--- src/rtl/otter_fetch_stage.sv ---
// OTTER instruction fetch stage: PC ownership, in-order IMEM requests, response FIFO to decode.
// Optional feature macro: OTTER_FETCH_MISALIGN_TRAP_EN (trap misaligned redirect targets in HALT).
//
//   state    | meaning
//   ---------+------------------------------------------------------------
//   ST_BOOT  | single cycle after reset release, no requests
//   ST_FETCH | normal fetching and delivery to decode
//   ST_HALT  | misaligned redirect trapped, waits for aligned redirect (macro only)
module otter_fetch_stage #(
    parameter logic [31:0] RESET_PC = 32'h0000_0000,
    parameter int          DEPTH    = 2
) (
    input  logic        CLK,
    input  logic        RST,
    output logic        IMEM_REQ,
    output logic [31:0] IMEM_ADDR,
    input  logic        IMEM_GNT,
    input  logic        IMEM_RVALID,
    input  logic [31:0] IMEM_RDATA,
    input  logic        REDIRECT,
    input  logic [31:0] REDIRECT_PC,
    input  logic        ID_STALL,
    output logic        IF_VALID,
    output logic [31:0] IF_INSTR,
    output logic [31:0] IF_PC,
    output logic        IF_MISALIGN
);

    localparam int              PW      = $clog2(DEPTH);
    localparam int              CW      = $clog2(DEPTH + 1);
    localparam logic [CW-1:0]   C_ONE   = CW'(1);
    localparam logic [PW-1:0]   P_ONE   = PW'(1);
    localparam logic [CW:0]     C_DEPTH = (CW + 1)'(DEPTH);
    localparam logic [31:0]     NOP     = 32'h0000_0013;

    typedef enum logic [1:0] {
        ST_BOOT  = 2'd0,
        ST_FETCH = 2'd1
`ifdef OTTER_FETCH_MISALIGN_TRAP_EN
        , ST_HALT = 2'd2
`endif
    } state_t;

    state_t        state_q, state_d;
    logic [31:0]   fetch_pc_q, fetch_pc_d;
    logic [31:0]   resp_pc_q, resp_pc_d;
    logic [CW-1:0] inflight_q, inflight_d;
    logic [CW-1:0] discard_q, discard_d;
    logic [CW-1:0] count_q, count_d;
    logic [PW-1:0] rd_ptr_q, rd_ptr_d;
    logic [31:0]   mem_pc_q [DEPTH];
    logic [31:0]   mem_pc_d [DEPTH];
    logic [31:0]   mem_instr_q [DEPTH];
    logic [31:0]   mem_instr_d [DEPTH];

    logic          resp, push, drop, pop, issue;
    logic [CW-1:0] count_left;
    logic [CW:0]   occ;
    logic [PW-1:0] wr_idx;
    logic [31:0]   redirect_tgt;

`ifdef OTTER_FETCH_MISALIGN_TRAP_EN
    logic redirect_mis;
    assign redirect_tgt = REDIRECT_PC;
    assign redirect_mis = |REDIRECT_PC[1:0];
`else
    assign redirect_tgt = {REDIRECT_PC[31:2], 2'b00};
`endif

    assign resp       = IMEM_RVALID && (inflight_q != '0);
    assign push       = resp && (discard_q == '0);
    assign drop       = resp && (discard_q != '0);
    assign pop        = (count_q != '0) && !ID_STALL;
    assign wr_idx     = rd_ptr_q + PW'(count_q);
    // Occupancy counts the slot freed by this cycle's pop so a full-rate stream never bubbles.
    assign count_left = count_q - (pop ? C_ONE : '0);
    assign occ        = {1'b0, inflight_q} + {1'b0, count_left};

    assign IMEM_REQ   = (state_q == ST_FETCH) && (occ < C_DEPTH) && !REDIRECT;
    assign IMEM_ADDR  = fetch_pc_q;
    assign issue      = IMEM_REQ && IMEM_GNT;

    assign IF_VALID   = (count_q != '0);
    assign IF_INSTR   = mem_instr_q[rd_ptr_q];
`ifdef OTTER_FETCH_MISALIGN_TRAP_EN
    assign IF_PC       = (state_q == ST_HALT) ? resp_pc_q : mem_pc_q[rd_ptr_q];
    assign IF_MISALIGN = (state_q == ST_HALT);
`else
    assign IF_PC       = mem_pc_q[rd_ptr_q];
    assign IF_MISALIGN = 1'b0;
`endif

    always_comb begin
        state_d = state_q;
        if (state_q == ST_BOOT) begin
            state_d = ST_FETCH;
        end
`ifdef OTTER_FETCH_MISALIGN_TRAP_EN
        if (REDIRECT) begin
            state_d = redirect_mis ? ST_HALT : ST_FETCH;
        end
`endif
    end

    always_comb begin
        fetch_pc_d  = fetch_pc_q;
        resp_pc_d   = resp_pc_q;
        rd_ptr_d    = rd_ptr_q;
        mem_pc_d    = mem_pc_q;
        mem_instr_d = mem_instr_q;
        inflight_d  = inflight_q + (issue ? C_ONE : '0) - (resp ? C_ONE : '0);
        discard_d   = discard_q - (drop ? C_ONE : '0);
        count_d     = count_q + (push ? C_ONE : '0) - (pop ? C_ONE : '0);
        if (issue) begin
            fetch_pc_d = fetch_pc_q + 32'd4;
        end
        if (push) begin
            mem_pc_d[wr_idx]    = resp_pc_q;
            mem_instr_d[wr_idx] = IMEM_RDATA;
            resp_pc_d           = resp_pc_q + 32'd4;
        end
        if (pop) begin
            rd_ptr_d = rd_ptr_q + P_ONE;
        end
        // Everything still outstanding after this cycle belongs to the old stream.
        if (REDIRECT) begin
            count_d    = '0;
            fetch_pc_d = redirect_tgt;
            resp_pc_d  = redirect_tgt;
            discard_d  = inflight_d;
        end
    end

    always_ff @(posedge CLK or posedge RST) begin
        if (RST) begin
            state_q    <= ST_BOOT;
            fetch_pc_q <= RESET_PC;
            resp_pc_q  <= RESET_PC;
            inflight_q <= '0;
            discard_q  <= '0;
            count_q    <= '0;
            rd_ptr_q   <= '0;
            for (int i = 0; i < DEPTH; i++) begin
                mem_pc_q[i]    <= RESET_PC;
                mem_instr_q[i] <= NOP;
            end
        end else begin
            state_q     <= state_d;
            fetch_pc_q  <= fetch_pc_d;
            resp_pc_q   <= resp_pc_d;
            inflight_q  <= inflight_d;
            discard_q   <= discard_d;
            count_q     <= count_d;
            rd_ptr_q    <= rd_ptr_d;
            mem_pc_q    <= mem_pc_d;
            mem_instr_q <= mem_instr_d;
        end
    end

endmodule

--- config.mk ---
export PLATFORM = sky130hd
export DESIGN_NAME = otter_fetch_stage
export DESIGN_NICKNAME = d
export VERILOG_FILES = /design/src/rtl/otter_fetch_stage.sv
export SDC_FILE = /design/constraint.sdc
export NUM_CORES = 1
export LEC_CHECK = 0
export ABC_AREA = 1
export BUFFER_PORTS_ARGS = -buffer_cell sky130_fd_sc_hd__buf_2
export CAP_MARGIN = 40
export CORE_ASPECT_RATIO = 1.4
export CORE_MARGIN = 1.5
export CORE_UTILIZATION = 36
export CTS_BUF_LIST = sky130_fd_sc_hd__clkbuf_2 sky130_fd_sc_hd__clkbuf_4 sky130_fd_sc_hd__clkbuf_8
export DETAILED_ROUTE_END_ITERATION = 10
export GPL_ROUTABILITY_DRIVEN = 0
export RECOVER_POWER = 25
export SYNTH_ARGS = -nofsm -noshare
export SYNTH_HDL_FRONTEND = slang
export SYNTH_SLANG_ARGS = --single-unit
--- constraint.sdc ---
create_clock -name CLK -period 15.5 [get_ports CLK]
set_clock_uncertainty 0.1 [all_clocks]
set_input_delay 0.775 -clock CLK [delete_from_list [all_inputs] [get_ports CLK]]
set_output_delay 0.775 -clock CLK [all_outputs]
set_load 0.05 [all_outputs]
## Yosys cells after proc, flatten, opt, wreduce, memory -nomap -nowiden

Index checks and enable logic that the tools add are counted.

- Register bits: 200
- Bits of input ports: 70

- Add/sub/neg operators: 11
- Order comparisons: 4
- Muxes and demuxes: 21
- Bitwise gates (word level): 2
- Reductions and logical operators: 17

Operator list:

| cell | number |
|---|---|
| 32-bit two-way mux | 11 |
| 64-bit bitwise mux | 2 |
| 32-bit by 3-bit adder with 32-bit output (second input constant) | 2 |
| 32-bit demux with 1-bit select | 1 |
| 2-bit nonzero test | 5 |
| 1-bit logical AND | 8 |
| 2-bit by 1-bit subtractor with 2-bit output | 3 |
| 1-bit two-way mux | 5 |
| 2-bit by 1-bit adder with 2-bit output | 2 |
| 2-bit greater-or-equal comparator (second input constant) | 2 |
| 2-bit zero test | 2 |
| 2-bit two-way mux | 2 |
| 1-bit NOT with 2-bit output | 2 |
| 2-bit by 2-bit adder with 3-bit output | 1 |
| 3-bit by 2-bit < comparator with 1-bit output (second input constant) | 1 |
| 1-bit zero test | 2 |
| 2-bit by 1-bit < comparator with 1-bit output (second input constant) | 1 |
| 2-bit subtractor | 1 |
| 1-bit adder | 1 |
| 1-bit adder (second input constant) | 1 |

## Logic depth before layout (Yosys ltp)

- Depth in word-level cells: 13
- Depth in mapped cells: 16

## Least setup slack after synthesis

Ideal clock, no wire load.

- Path type: input-to-reg
- Start point: input ID_STALL
- End point: register discard_q[1]
- Setup time: 0.136 ns
- Arrival: 3.717 ns
- Required time: 15.264 ns
- Slack: 11.547 ns
- Cell stages on the path: 15
- Cell sequence: a21oi_1 > inv_1 > nand2_1 > nand3_1 > fa_1 > nand3_1 > nor2_1 > nand2_1 > ha_1 > inv_1 > ha_1 > xnor2_1 > xnor2_1 > nand2_1 > o21ai_0

- Longest elaborated chain between the ends: 13

RTL lines:

| what | RTL line | source |
|---|---|---|
| start: declaration | 22 | `input logic ID_STALL,` |
| 1-bit zero test | 73 | `assign pop = (count_q != '0) && !ID_STALL;` |
| 1-bit logical AND | 73 |  |
| 1-bit two-way mux | 76 | `assign count_left = count_q - (pop ? C_ONE : '0);` |
| 2-bit subtractor | 76 |  |
| 2-bit by 2-bit adder with 3-bit output | 77 | `assign occ = {1'b0, inflight_q} + {1'b0, count_left};` |
| 3-bit by 2-bit < comparator with 1-bit output | 79 | `assign IMEM_REQ = (state_q == ST_FETCH) && (occ < C_DEPTH) && !REDIRECT;` |
| 1-bit logical AND (2 in series) | 79 |  |
| net IMEM_REQ | 15 | `output logic IMEM_REQ,` |
| 1-bit logical AND | 81 | `assign issue = IMEM_REQ && IMEM_GNT;` |
| 1-bit two-way mux | 111 | `inflight_d = inflight_q + (issue ? C_ONE : '0) - (resp ? C_ONE : '0);` |
| 2-bit by 1-bit adder with 2-bit output | 111 |  |
| 2-bit by 1-bit subtractor with 2-bit output | 111 |  |
| net inflight_d[1] | 47 | `logic [CW-1:0] inflight_q, inflight_d;` |
| 2-bit two-way mux | 126 | `if (REDIRECT) begin` |
| net discard_d[1] | 48 | `logic [CW-1:0] discard_q, discard_d;` |
| end signal: assignment | 152 | `discard_q <= discard_d;` |
| end: declaration | 48 |  |

The timed path passes the listed nets, and every way through them passes these cells.
A chain may end at the register's enable or synchronous reset.

==> results.py <==
metrics = {
    "yosys": {
        "syn_avg_cell_area_um2": 7.55,
        "seq_area_frac_synth_pct": 46.8,
        "synth_cells": 1364,
        "ys_ff_latch": 192,
        "synth_top_family_by_area": "simple AND/OR/NAND/NOR gates",
        "synth-compound-area-share_pct": 14.2,
        "async_reset_ff_share_pct": 100,
        "synth.mux.area_fraction_pct": 0,
        "netlist_area_um2": 10300,
        "synth_ff_type": "dfrtp_1",
        "yosys.area_share.adder_pct": 0.924,
        "ys_types": 40,
        "yosysTopAreaCell": "dfrtp_1",
        "yosys-top-cells-area": "dfrtp_1 45%, nand2_1 16%, o21ai_0 6.0%",
        "yosys_warnings": 0,
        "yosys.area_share.xor_xnor_pct": 2.29,
        "synthSimpleGateAreaFrac_pct": 26.2,
        "synth_top_area_share_pct": 45.2,
        "synth_edf_count": 0,
    },
    "cells_and_area": {
        "mostFrequentLayoutCell": "nand2_1",
        "layout_common_cells": "440 x nand2_1, 185 x dfrtp_1, 161 x buf_2, 154 x inv_1, 124 x o21ai_0",
        "multi_input_area_um2": 4520,
        "final_nets": 1573,
        "fillCellCount": 2926,
        "drive_gt1_share_pct": 18.2,
        "syn2layout_area_growth_pct": 14.2,
        "seq_area_um2": 4820,
    },
    "die": {
        "core_um2": 28200,
        "pin_count": 169,
        "die_w_um": 146,
        "rows": 73,
        "die_area_um2": 29600,
        "die_height_um": 203,
        "start_util_pct": 36.5,
    },
    "critical_path": {
        "slowest_stage": "clkinvlp_2",
        "startpoint_type": "input port",
        "worstReg2RegEnd": "discard_q[1]$_DFF_PP0_",
        "rrSetupSlack_ns": 12.16,
        "crit_path_cell_trace": "buf_2 -> clkinvlp_2 -> clkbuf_1",
        "cp_max_fo": 91,
        "crit_family": "buffers and inverters",
        "critPathBufInv": 3,
        "ff2ff_path_depth": 16,
        "required_ns": 15.41,
        "crit_start": "RST",
        "worstSetupPathType": "input port to asynchronous set/reset pin",
        "slowest_delay_ns": 2.30,
        "crit_path_end_kind": "asynchronous set/reset pin",
        "worst-endpoint-arrival_ns": 5.40,
        "regToRegStartpoint": "count_q[0]$_DFF_PP0_",
    },
    "clock_network": {
        "clk_pin_slew_worst_paths_ns": 0.09,
        "ctsResizeCount": 0,
        "tritoncts": "yes",
        "cts_made_buffers": 17,
        "cts-root-buf": "clkbuf_8",
        "clk-insertion-delay-late_ns": 0.50,
        "hold_buffers": 0,
        "post-cts-setup-buffers": 0,
        "htreeDepth": 4,
        "cts.sinks": 192,
        "clock_path_buffers": 2,
    },
    "global_routing": {
        "grt_max_degree": 92,
        "grt_pass1_wl_um": 45400,
        "grt_pass1_vias": 8761,
        "grt-ovfl-total": 0,
        "grt_usage_pct": 19.4,
        "antenna_found_initial": 0,
    },
    "routing": {
        "ant_nets": 0,
        "vias_per_cell": 4.78,
        "wl_per_cell_um": 14.7,
        "first_pass_iters": 5,
        "drt_iter0_drc": 397,
        "routed_wl_um": 27700,
        "vias": 9012,
        "drc": 0,
    },
    "worst_hold_path": {
        "min_path_type": "flip-flop to flip-flop",
        "hold_depth": 2,
        "hold_start": "mem_instr_q[0]$_DFFE_PP1P_",
        "hold_path_end": "mem_instr_q[0]$_DFFE_PP1P_",
    },
    "pwr": {
        "ir_drop_mv": 0.112,
        "p_per_area_nw_per_um2": 210,
        "total_leakage_power_nw": 5.71,
    },
    "sta": {
        "tightestPinTransition_ns": 4.18,
        "fin_crit_sh_pct": 35.4,
        "finalHoldViolCount": 0,
        "hold_slack_ns": 0.381,
        "fin_crit_ns": 5.49,
        "finalSetupTns_ns": 0,
        "finalSetupViolCount": 0,
        "rsz0062_at_grt": "false",
        "slew-limit-headroom_pct": -180,
        "final-max-slew-violation-count": 197,
        "fmax_mhz": 182,
    },
    "placed_design": {
        "dpl.hpwl_um": 19900,
        "port_buffers": 161,
    },
    "job": {
        "timing.max_cap.violations": 3,
    },
    "status": {
        "status": "finished, violations left",
        "violations": "max-capacitance violations, max-slew violations",
    },
}
-- worst max path at each step --
stage	cells after the start	slack [ns]	to
after detailed placement	16	11.93	discard_q[1]$_DFF_PP0_
after global placement	12	11.78	IMEM_ADDR[27]$_DFFE_PP0P_
after floorplan	1	9.41	IMEM_ADDR[10]$_DFFE_PP0P_
final	3	10.01	mem_instr_q[5]$_DFFE_PP0P_
after CTS	4	11.89	IF_PC[12]
after global routing	3	8.87	mem_instr_q[8]$_DFFE_PP0P_
-- layout make-up --
| class | instances | share of cell area (%) |
|---|---|---|
| antenna | 1 | 0.0213 |
| timing repair buffer | 171 | 7.81 |
| inverter | 159 | 5.09 |
| tap | 375 | 3.99 |
| multi-input combinational | 955 | 38.5 |
| clock buffer | 19 | 2.12 |
| clock inverter | 13 | 1.51 |
| sequential | 192 | 41.0 |
-- registers in the layout, indices dropped and copies added (netlist names) --
register     cells
rd_ptr_q         1
inflight_q       2
state_q          1
discard_q        2
count_q          2
IMEM_ADDR       30
mem_instr_q     64
mem_pc_q        60
resp_pc_q       30
-- cells by family (layout without fill, tap and decap cells) --
group           after synthesis  count (layout)
compound gates              255             255
simple gates                661             661
flops                       192             192
xor+xnor                     26              26
buf+inv                     221             362
other cells                   2               7
fa+ha+maj                     7               7
-- worst reg2reg max path: cells and delay by family (launching register included) --
family | cells | cell delay, ns
buffers and inverters | 3 | 0.26
xor gates and xnor gates | 2 | 0.33
AOI/OAI and AO/OA | 2 | 0.43
and+or+nand+nor | 6 | 0.62
adders and majority gates | 3 | 1.02
DFF | 1 | 0.52
-- layer usage --
metal / vias to the layer above / routed length [µm] / global-route usage (%)
met5: - / 0 / 0
met4: 0 / 671 / 7.14
met3: 36 / 1200 / 3.60
met2: 200 / 13600 / 33.3
met1: 4237 / 12200 / 24.2
li1: 4539 / - / -
-- synthesized netlist by cell type, types with 3 or more instances --
library cell  count
buf_6             3
buf_1             5
o21ai_0         124
nand2_1         440
inv_2             3
nor2_1          106
dfrtp_1         186
nand2_2          19
clkbuf_1         17
o21a_1           13
buf_4             9
ha_1              6
xor2_1           20
buf_2            22
nand3_1          74
a21boi_0          3
o211ai_1          8
nor3_1            3
nor2_2           11
a21boi_1          6
dfstp_2           6
o21ai_1          43
xnor2_1           5
buf_8             5
inv_1           155
a21oi_1          29
o21ai_2          28
-- stage by stage --
stage               power (mW)  cells  utilization [%]  setup WS [ns]  instance area (µm²)
floorplan                 1.83   1368                -           9.41                10300
global placement          2.11   1849             39.9          11.78                11300
detailed placement        2.14   1852             40.2          11.93                11300
CTS                       2.51   1884             41.7          11.89                11800
global route              2.65   1884             41.6           8.87                11700
finish                    2.47   1885             41.6          10.01                11800
-- where the power goes --
part / switching (mW) / internal [mW] / leakage [nW] / total [mW]
registers: 0.139 / 0.703 / 2.32 / 0.843
clock network: 0.194 / 0.167 / 0.211 / 0.361
logic: 0.951 / 0.315 / 3.18 / 1.27
(Power assumes the default switching activity.)
